<file path="config.mk">
export PLATFORM = sky130hd
export DESIGN_NAME = branch_outcome_predictor
export DESIGN_NICKNAME = d
export VERILOG_FILES = /design/src/rtl/branch_outcome_predictor_pkg.sv /design/src/rtl/branch_outcome_predictor_sat_counter2.sv /design/src/rtl/branch_outcome_predictor.sv
export SDC_FILE = /design/constraint.sdc
export NUM_CORES = 1
export LEC_CHECK = 0
export CELL_PAD_IN_SITES_DETAIL_PLACEMENT = 1
export CELL_PAD_IN_SITES_GLOBAL_PLACEMENT = 1
export CORE_MARGIN = 2
export CORE_UTILIZATION = 40
export DETAILED_ROUTE_END_ITERATION = 7
export PLACE_DENSITY = 0.83
export SKIP_LAST_GASP = 1
export SLEW_MARGIN = 25
export SYNTH_ARGS = -nofsm -noshare
export SYNTH_HDL_FRONTEND = slang
export SYNTH_SLANG_ARGS = --single-unit
</file>
<file path="constraint.sdc">
create_clock -name clk -period 3 [get_ports clk]
set_input_delay 0.6 -clock clk [delete_from_list [all_inputs] [get_ports clk]]
set_output_delay 0.6 -clock clk [all_outputs]
set_load 0.02 [all_outputs]
</file>
<file path="src/rtl/branch_outcome_predictor_pkg.sv">
// Shared types and helpers for the branch predictor and future BTB:
// 2-bit counter encodings, PC-to-index extraction and saturating step.
package branch_outcome_predictor_pkg;

   typedef enum logic [1:0] {
      SNT = 2'b00,
      WNT = 2'b01,
      WT  = 2'b10,
      ST  = 2'b11
   } ctr_e;

   localparam int PC_W = 32;

   // Word address of a PC; callers keep only as many low bits as their table needs.
   function automatic logic [PC_W-3:0] pcWordIndex(input logic [PC_W-1:0] pc);
      return pc[PC_W-1:2];
   endfunction

   function automatic logic [1:0] satNext(input logic [1:0] ctr, input logic taken);
      logic [1:0] result;
      result = ctr;
      if (taken) begin
         if (ctr != ST) result = ctr + 2'd1;
      end else begin
         if (ctr != SNT) result = ctr - 2'd1;
      end
      return result;
   endfunction

endpackage

</file>
<file path="src/rtl/branch_outcome_predictor_sat_counter2.sv">
// Combinational next state of a 2-bit saturating counter.
module sat_counter2
   import branch_outcome_predictor_pkg::*;
(
   input  logic [1:0] ctr_i,
   input  logic       taken_i,
   output logic [1:0] next_o
);

   always_comb begin
      next_o = satNext(ctr_i, taken_i);
   end

endmodule

</file>
<file path="src/rtl/branch_outcome_predictor.sv">
// PC-indexed table of 2-bit saturating counters with a registered prediction,
// registered mispredict pulse and branch/miss performance counters.
module branch_outcome_predictor
   import branch_outcome_predictor_pkg::*;
#(
   parameter int IDX_W  = 6,
   parameter int ADDR_W = 32,
   parameter int CNT_W  = 32
) (
   input  logic              clk,
   input  logic              rst_n,
   input  logic              lk_valid,
   input  logic [ADDR_W-1:0] lk_pc,
   output logic              pred_valid,
   output logic              pred_taken,
   input  logic              upd_valid,
   input  logic [ADDR_W-1:0] upd_pc,
   input  logic              upd_taken,
   input  logic              upd_pred,
   output logic              mispredict,
   input  logic              stat_clr,
   output logic [CNT_W-1:0]  branch_cnt,
   output logic [CNT_W-1:0]  miss_cnt
);

   localparam int DEPTH = 2 ** IDX_W;

   logic [1:0]       table_q [DEPTH];
   logic [IDX_W-1:0] lkIdx;
   logic [IDX_W-1:0] updIdx;
   logic [1:0]       updCtr;
   logic [1:0]       updNext;
   logic [1:0]       readCtr;
   logic             missNow;

   logic             predValid_q, predValid_d;
   logic             predTaken_q, predTaken_d;
   logic             mispredict_q, mispredict_d;
   logic [CNT_W-1:0] branchCnt_q, branchCnt_d;
   logic [CNT_W-1:0] missCnt_q, missCnt_d;

   assign lkIdx  = IDX_W'(pcWordIndex(PC_W'(lk_pc)));
   assign updIdx = IDX_W'(pcWordIndex(PC_W'(upd_pc)));
   assign updCtr = table_q[updIdx];

   // One counter step serves both the table write and the same-index read bypass.
   sat_counter2 u_sat_counter2 (
      .ctr_i   (updCtr),
      .taken_i (upd_taken),
      .next_o  (updNext)
   );

   always_comb begin
      readCtr      = table_q[lkIdx];
      if (upd_valid && (updIdx == lkIdx)) readCtr = updNext;
      missNow      = upd_valid & (upd_taken ^ upd_pred);
      predValid_d  = lk_valid;
      predTaken_d  = lk_valid ? readCtr[1] : predTaken_q;
      mispredict_d = missNow;
      branchCnt_d  = branchCnt_q;
      missCnt_d    = missCnt_q;
      if (stat_clr) begin
         branchCnt_d = '0;
         missCnt_d   = '0;
      end else begin
         if (upd_valid) branchCnt_d = branchCnt_q + CNT_W'(1);
         if (missNow)   missCnt_d   = missCnt_q + CNT_W'(1);
      end
   end

   always_ff @(posedge clk or negedge rst_n) begin
      if (!rst_n) begin
         for (int i = 0; i < DEPTH; i++) table_q[i] <= WNT;
      end else if (upd_valid) begin
         table_q[updIdx] <= updNext;
      end
   end

   always_ff @(posedge clk or negedge rst_n) begin
      if (!rst_n) begin
         predValid_q  <= 1'b0;
         predTaken_q  <= 1'b0;
         mispredict_q <= 1'b0;
         branchCnt_q  <= '0;
         missCnt_q    <= '0;
      end else begin
         predValid_q  <= predValid_d;
         predTaken_q  <= predTaken_d;
         mispredict_q <= mispredict_d;
         branchCnt_q  <= branchCnt_d;
         missCnt_q    <= missCnt_d;
      end
   end

   assign pred_valid = predValid_q;
   assign pred_taken = predTaken_q;
   assign mispredict = mispredict_q;
   assign branch_cnt = branchCnt_q;
   assign miss_cnt   = missCnt_q;

endmodule

</file>
# [After elaboration in Yosys (flattened, before gate mapping)]
# Cells that the tools add are included.
[word_totals] ff_bits=195 elab_cells=104
[classes] add_sub_neg=4 n_lt_le_gt_ge=3 eq_ne=2 mux=17 n_bitwise=4 n_reduce_logical=5
[ops] cell="bitwise mux 128 bit" count=1
[ops] cell="2-to-1 mux 32 bit" count=4
[ops] cell="adder 32 x 1 -> 32 bit (second input constant)" count=2
[ops] cell="binary-select mux 2 bit (select 6 bit)" count=2
[ops] cell="2-to-1 mux 2 bit" count=9
[ops] cell="greater-or-equal comparator 7 bit (second input constant)" count=2
[ops] cell="inverter 6 -> 7 bit" count=2
[ops] cell="demux 2 bit (select 6 bit)" count=1
[ops] cell="< comparator 7 x 1 -> 1 bit (second input constant)" count=1
[ops] cell="== test 6 bit" count=1
[ops] cell="nonzero test 2 bit" count=3
[ops] cell="adder 2 x 1 -> 2 bit (second input constant)" count=1
[ops] cell="logical AND 1 bit" count=2
[ops] cell="!= test 2 bit (second input constant)" count=1
[ops] cell="subtractor 2 x 1 -> 2 bit (second input constant)" count=1
[ops] cell="bitwise AND 1 bit" count=1
[ops] cell="bitwise XOR 1 bit" count=1

# [Logic depth before layout (Yosys ltp)]
[depth] ltp_word=8 ltp_mapped=13 depth_no_buf=7

# [Modules after synthesis]
# From an unflattened synthesis, not the netlist that was laid out.
[unflattened] hier_cells=947 area_unflattened_um2=10134.7
[by_module_without_submodules] module="branch_outcome_predictor" instances=1 cells_per_inst=944 area_per_inst_um2=10108.4 seq_area_each_um2=4959.8
[by_module_without_submodules] module="sat_counter2" instances=1 cells_per_inst=3 area_per_inst_um2=26.3 seq_area_each_um2=0.0

# [Worst setup path after synthesis]
# OpenSTA, ideal clock, no wires.
[synth_timing] path_kind="input to register" startpoint="input lk_pc[2]" endpoint="register predTaken_q, in the netlist pred_taken" t_arrival_ps=3148 setup_slack_ps=-274 cell_stages=9 cell_sequence="clkbuf_1 > buf_1 > mux4_2 > mux4_2 > mux2i_1 > nor2_1 > a21oi_1 > nor3_1 > a221o_1"
[synth_via] elab_chain_len=5 word_cells_on_any_way=7
[synth_lines] item="from (decl)" line_no="branch_outcome_predictor.sv:13" rtl="input logic [ADDR_W-1:0] lk_pc,"
[synth_lines] item="inverter 6 -> 7 bit (not written as such)" line_no="branch_outcome_predictor.sv:54" rtl="readCtr = table_q[lkIdx];"
[synth_lines] item="binary-select mux 2 bit (select 6 bit)" line_no="branch_outcome_predictor.sv:54"
[synth_lines] item="2-to-1 mux 2 bit (not written as such) (2 in a row)" line_no="branch_outcome_predictor.sv:54"
[synth_lines] item="2-to-1 mux 2 bit *" line_no="branch_outcome_predictor.sv:55" rtl="if (upd_valid && (updIdx == lkIdx)) readCtr = updNext;"
[synth_lines] item="to (signal assigned)" line_no="branch_outcome_predictor.sv:88" rtl="predTaken_q <= predTaken_d;"
[synth_lines] item="to (decl)" line_no="branch_outcome_predictor.sv:37" rtl="logic predTaken_q, predTaken_d;"
# Every way passes the cells marked *; elsewhere a longest branch is shown, timed or not. The select of a mux whose other input is x is not followed.
# A chain may end at the register's enable or synchronous reset.

# [Worst setup path after layout]
[layout_timing] startpoint="input upd_pc[2]" endpoint="register table_q[109] in the netlist's numbering"
[layout_via] elab_chain_len=8 word_cells_on_any_way=17
[layout_lines] item="from (decl)" line_no="branch_outcome_predictor.sv:17" rtl="input logic [ADDR_W-1:0] upd_pc,"
[layout_lines] item="inverter 6 -> 7 bit (not written as such) *" line_no="branch_outcome_predictor.sv:44, branch_outcome_predictor.sv:75"
[layout_lines] item="binary-select mux 2 bit (select 6 bit)" line_no="branch_outcome_predictor.sv:44" rtl="assign updCtr = table_q[updIdx];"
[layout_lines] item="2-to-1 mux 2 bit (not written as such) (2 in a row)" line_no="branch_outcome_predictor.sv:44"
[layout_lines] item="subtractor 2 x 1 -> 2 bit, or another cell as far along" line_no="branch_outcome_predictor_pkg.sv:25" rtl="if (ctr != SNT) result = ctr - 2'd1;"
[layout_lines] item="2-to-1 mux 2 bit, on equally long branches" line_no="branch_outcome_predictor_pkg.sv:25, branch_outcome_predictor_pkg.sv:23"
[layout_lines] item="2-to-1 mux 2 bit" line_no="branch_outcome_predictor_pkg.sv:22" rtl="if (taken) begin"
[layout_lines] item="bitwise mux 128 bit *" line_no="branch_outcome_predictor.sv:75" rtl="table_q[updIdx] <= updNext;"
[layout_lines] item="to (signal, indexed assignment)" line_no="branch_outcome_predictor.sv:75"
[layout_lines] item="to (decl)" line_no="branch_outcome_predictor.sv:28" rtl="logic [1:0] table_q [DEPTH];"
# Marks and branches as above.

==> results.json <==
{
  "hold_class": "input pin to asynchronous set/reset pin",
  "cp.required_ns": 3.34,
  "clk_pin_slew_worst_paths_ns": 0.08,
  "postSynth.asyncResetShare_pct": 100.0,
  "ys_ff_latch": 195,
  "cap_viol_max_count": 0,
  "clk_path_buf_depth": 2,
  "critPathLaunchType": "input pin",
  "root_buffer": "clkbuf_16",
  "dr_total_vias": 8006,
  "drc": 0,
  "grtUsageTotal_pct": 23.80,
  "pre_cts_ws_ns": -0.5858,
  "setup_viol": 96,
  "die_h_um": 163.9,
  "antenna_cells": 0,
  "grt_pass1_vias": 8595,
  "grt_pass1_wl_um": 49290,
  "cts_made_buffers": 17,
  "nNetsFinal": 1111,
  "cts_tree": "done",
  "r2r_slack_ns": -0.12,
  "antenna_found_initial": 0,
  "power_density_nw_per_um2": 509.5,
  "yosys_warnings": 0,
  "syn_area_um2": 10220,
  "post-route-util_pct": 51.16,
  "core-area_um2": 25110,
  "fin_worst_skew_ns": 0.01444,
  "arrival_ns": 3.48,
  "slowest_stage": "or4_4",
  "layout_setup_ws_ns": -0.1428,
  "dieArea_um2": 26850,
  "cts.sinks": 195,
  "synth_ff_type": "dfrtp_1",
  "synth_nets": 956,
  "drt_first_pass_iters": 5,
  "synth_common_cells": "mux2_2, dfrtp_1, nor2_1, nand2_1, dfstp_2",
  "synth_most_common_cell": "mux2_2",
  "slew_violations": 0,
  "status": "finished with violations",
  "slew_headroom_pct": 54.18,
  "final_hold_viol_count": 0,
  "place_congestion": 0.8278,
  "netlist_instances": 883,
  "dieWidth_um": 163.9,
  "p_leak_nw": 5.462,
  "overflow": 0,
  "syn_area_per_cell_um2": 11.58,
  "yosysSeqAreaShare_pct": 48.51,
  "synth_area_leaders": "dfrtp_1, dfstp_2, mux2_2, mux4_2, nor2_1",
  "dp_hpwl_um": 20840,
  "wl_per_cell_um": 23.71,
  "path_cells": "buf_2, buf_8, nor2_1, buf_4, a211o_1, a21oi_1, o22ai_1, or4_4, maj3_4, clkbuf_16, mux2_2",
  "period_share_pct": 104.8,
  "htree_levels": 4,
  "worst_skew_pair.late_latency_ns": 0.46,
  "ant_nets": 0,
  "max_freq_mhz": 318.2,
  "fin_crit_ns": 3.143,
  "failed_checks": "negative setup slack",
  "synth_edf_count": 0,
  "drtIter0Drc": 610,
  "synth_top_area_share_pct": 32.06,
  "area_growth_syn_to_layout_pct": 25.65,
  "via_per_inst": 5.797,
  "drive_above_1_share_pct": 37.20,
  "io_pins": 138,
  "end_kind": "flip-flop",
  "grt_start_max_net_pins": 68,
  "irDropWorstVdd_mv": 0.3539,
  "cpPeakStageDelay_ns": 0.55,
  "yosysUniqueCellTypes": 50,
  "rsz0062_at_grt": "yes",
  "synth.largest_area_cell": "dfrtp_1",
  "start_util_pct": 40.72,
  "worst_pin_slew_ns": 0.6874,
  "totalWireLength_um": 32750,
  "numPortBuffers": 85,
  "std_cell_rows": 58,
  "crit_fanout": 18,
  "crit_type": "input pin to flip-flop"
}
through the flow:
stage	total power, mW	hold WS [ns]	area, µm²	TNS, ns	std cells
2_1_floorplan	3.719	0.3044	10350	-17.89	883
5_1_grt	6.769	0.1848	12850	-10.41	1381
3_3_place_gp	4.032	0.5042	12030	-65.13	1337
4_1_cts	6.492	0.1653	12670	-0.1852	1369
3_5_place_dp	4.088	0.5111	12030	-68.62	1337
6_report	6.545	0.1311	12850	-5.841	1381
registers in the layout, summed over array words and instances, names as in the netlist:
name	flops
pred_taken	1
pred_valid	1
table_q	128
branch_cnt	32
mispredict	1
miss_cnt	32
cell families after synthesis:
kind of cell             count (synthesis)  share of synthesized area (%)
AO/OA/AOI/OAI                           67                          3.953
adder cells (fa/ha/maj)                  4                         0.4650
flip-flops                             195                          48.51
multiplexers                           192                          24.60
buffers and inverters                   62                          3.072
XOR/XNOR                                58                          4.969
AND/OR/NAND/NOR                        305                          14.43
power by group:
group          internal, mW  switching (mW)
Combinational         0.524           0.516
Sequential             2.95           0.158
Clock                  1.16            1.23
worst max-delay path: cells and delay by family:
kind	cells	cell delay (ns)
compound gates	3	0.68
buf+inv	4	0.78
fa+ha+maj	1	0.43
simple gates	2	0.68
mux	1	0.29
layer usage:
metal	global-route usage (%)	routed length, µm
met5	0	40
met4	9.888	1134
met3	3.106	1371
met2	40.37	16500
met1	30.81	13700
worst paths after layout:
| check | startpoint | endpoint | cells past startpoint |
|---|---|---|---|
| worst max register to register | table_q[113] | table_q[109] | 8 |
| worst min register to register | pred_taken | pred_taken | 1 |
| worst max-delay path | upd_pc[2] | table_q[109] | 11 |
| min in group clk | pred_taken | pred_taken | 1 |
| max in group asynchronous | rst_n | table_q[92] | 2 |
| worst min-delay path | rst_n | table_q[53] | 1 |
area by class of cell:
cell class | instances | area (µm²)
fill | 2654 | 12260
multi-input combinational | 626 | 5064
sequential | 195 | 4960
timing repair buffer | 189 | 1764
clock buffer | 18 | 439.2
tap | 330 | 412.9
clock inverter | 14 | 172.7
inverter | 9 | 33.78
cell usage in the layout (no fill, tap or decap), types with 15 or more instances in the layout:
cell type        instances
nor2_1                  99
dfstp_2                 64
o21ai_0                 17
mux2i_1                 24
mux4_2                  34
clkdlybuf4s50_1         79
mux2_4                  15
a21oi_1                 21
nand2_1                 69
clkbuf_16               18
xor2_1                  38
xnor2_1                 20
and3_1                  15
buf_4                   91
dfrtp_1                131
mux2_2                 119
nand3_1                 32
timing repair:
action	CTS	global route
buffers inserted	0	11
pin swaps	1	3
setup endpoints to repair	129	129
gates resized for setup	9	16
hold buffers	0	0
gates cloned	0	1
(Power assumes the default switching activity.)
==> patch: new RTL, same flow settings <==
Remove the register `mispredict_q`: a continuous assignment takes its place, so the output `mispredict` follows one clock earlier.
--- a/src/rtl/branch_outcome_predictor.sv
+++ b/src/rtl/branch_outcome_predictor.sv
@@ -80,17 +80,17 @@
       if (!rst_n) begin
          predValid_q  <= 1'b0;
          predTaken_q  <= 1'b0;
-         mispredict_q <= 1'b0;
          branchCnt_q  <= '0;
          missCnt_q    <= '0;
       end else begin
          predValid_q  <= predValid_d;
          predTaken_q  <= predTaken_d;
-         mispredict_q <= mispredict_d;
          branchCnt_q  <= branchCnt_d;
          missCnt_q    <= missCnt_d;
       end
    end
+
+   assign mispredict_q = mispredict_d;
 
    assign pred_valid = predValid_q;
    assign pred_taken = predTaken_q;
Function: changed (a bounded check fails within 4 cycles, from zero or initial values and one cycle with rst_n low).
==> patch against the original RTL <==
The flow still finishes with violations (negative setup slack). Setup slack gained 0.0076 ns. Cell area shrank 0.66%. Total power shrank 1.2%. Synthesized area shrank 0.24%. Sequential cell count shrank 1. Wire length shrank 0.32%. Die area shrank 0.24%. Cell count shrank 0.43%. Clock power shrank 4%. Critical path type is now register to register. Largest cell class unchanged. Largest power group unchanged.
==> patch: results (changes against the original RTL) <==
GRT
  • First-pass GRT wire length: 50940 um (+3.3%)
  • Vias in the first global route: 8801 (+2.4%)
  • Total global routing overflow: 0 (unchanged)
  • Initial antenna violation count: 1 (+1)
  • GR Util All Layers: 0.2481 (+0.01007)
  • Largest net degree at the start of global routing: 73 (+7.4%)

Critical path
  • Critical Path Sink: table_q[12]
  • WP data arrival: 3.50 ns (+0.02 ns)
  • Worst Setup SP: table_q[125]
  • Critical Path Fanout Max: 28 (+10)
  • Top delay family on crit path: simple AND/OR/NAND/NOR gates
  • CP endpoint kind: register
  • Crit-path slowest cell: or4_1

Status
  • Status: finished, violations left
  • Violated checks: negative setup slack

Final layout
  • Antenna diodes: 0 (unchanged)
  • Cell Count, Final, Fillers Out: 1375 (-0.43%)
  • Layout cell share with drive strength beyond 1: 0.3684 (-0.003606)
  • Largest register by flop count: table_q
  • Fill count: 2688 (+1.3%)
  • Nets: 1105 (-0.54%)

Clock tree
  • H-tree depth: 4 (unchanged)
  • Clock transition at the registers of the reported paths: 0.08 ns (about the same)
  • Post-CTS Setup Inserts: 1 (+1)
  • CTS max path bufs: 2 (unchanged)
  • Post-CTS resize count: 16 (+7)

Power
  • Leak: 5.399 nW (-1.2%)
  • NetSw: 1.858 mW (-2.6%)
  • Worst vdd ir: 0.2952 mV (-17%)
  • Flop+latch power: 3.10 mW (about the same)
  • Combinational group share of total power: 0.165 (+0.006)
  • PnR Total Power: 6.470 mW (-1.2%)

Synth
  • Seq/Total Area, Yosys: 0.4839 (-0.001263)
  • Mux cell area share after synthesis: 0.2466 (+0.0006036)
  • Synth Area in Adders: 0.004662 (+0.00001141)
  • Synth top area cells: dfrtp_1 (32%), dfstp_2 (16%), mux2_2 (15%), mux4_2 (7.5%), nor2_1 (3.6%)
  • Synth Instances: 882 (-0.11%)
  • Syn nets: 955 (-0.10%)
  • Post-synth top cells: mux2_2 (134), dfrtp_1 (130), nor2_1 (99)
  • Compound-cell area share of the yosys netlist: 0.03963 (+0.00009699)
  • Synth async-reset ratio: 1.000 (unchanged)
  • XOR/XNOR Fraction of Synth Area: 0.04981 (+0.0001219)

STA
  • Final worst slack: -0.1353 ns (+0.007552 ns)
  • Setup violations, final: 129 (+34%)
  • Skew final: 0.01739 ns (+0.002951 ns)
  • Slew headroom: 0.5444 (+0.002671)

Place
  • Pre-CTS setup slack: -0.6188 ns (-0.03297 ns)
  • GP Congestion: 0.8668 (+4.7%)
  • DP HPWL: 20780 um (-0.29%)
  • Placed cells: 1339 (+0.15%)
  • Placed cell area: 0.01203 mm^2 (about the same)

Route
  • Drt total wl: 32640 um (-0.32%)
  • Vias: 8053 (+0.59%)
  • Initial DRC count: 595 (-2.5%)
[patch: layout make-up]
| class | count | share of cell area |
|---|---|---|
| clock buffers | 18 | 0.03442 |
| multi-input cells | 626 | 0.3955 |
| repair buffers | 184 | 0.1371 |
| clock inverters | 14 | 0.01128 |
| flip-flops and latches | 194 | 0.3867 |
| well taps | 330 | 0.03236 |
| inverters | 9 | 0.002647 |
[patch: metal layers]
metal	GRT usage	up-vias	wire length [um]	part of all wire
li1	-	3439	-	-
met2	0.4142	309	16420	0.50
met5	0	-	12	0.00037
met4	0.1292	2	1349	0.041
met3	0.04368	95	1669	0.051
met1	0.3081	4208	13190	0.40
[patch: metrics by stage]
stage,TNS [ns],util,hold WS (ns)
global placement,-55.06,0.4790,0.5027
global route,-17.19,0.5082,0.1952
detailed placement,-70.72,0.4790,0.5159
CTS,-2.040,0.5065,0.1774
finish,-13.52,0.5082,0.1619
floorplan,-17.89,-,0.3044
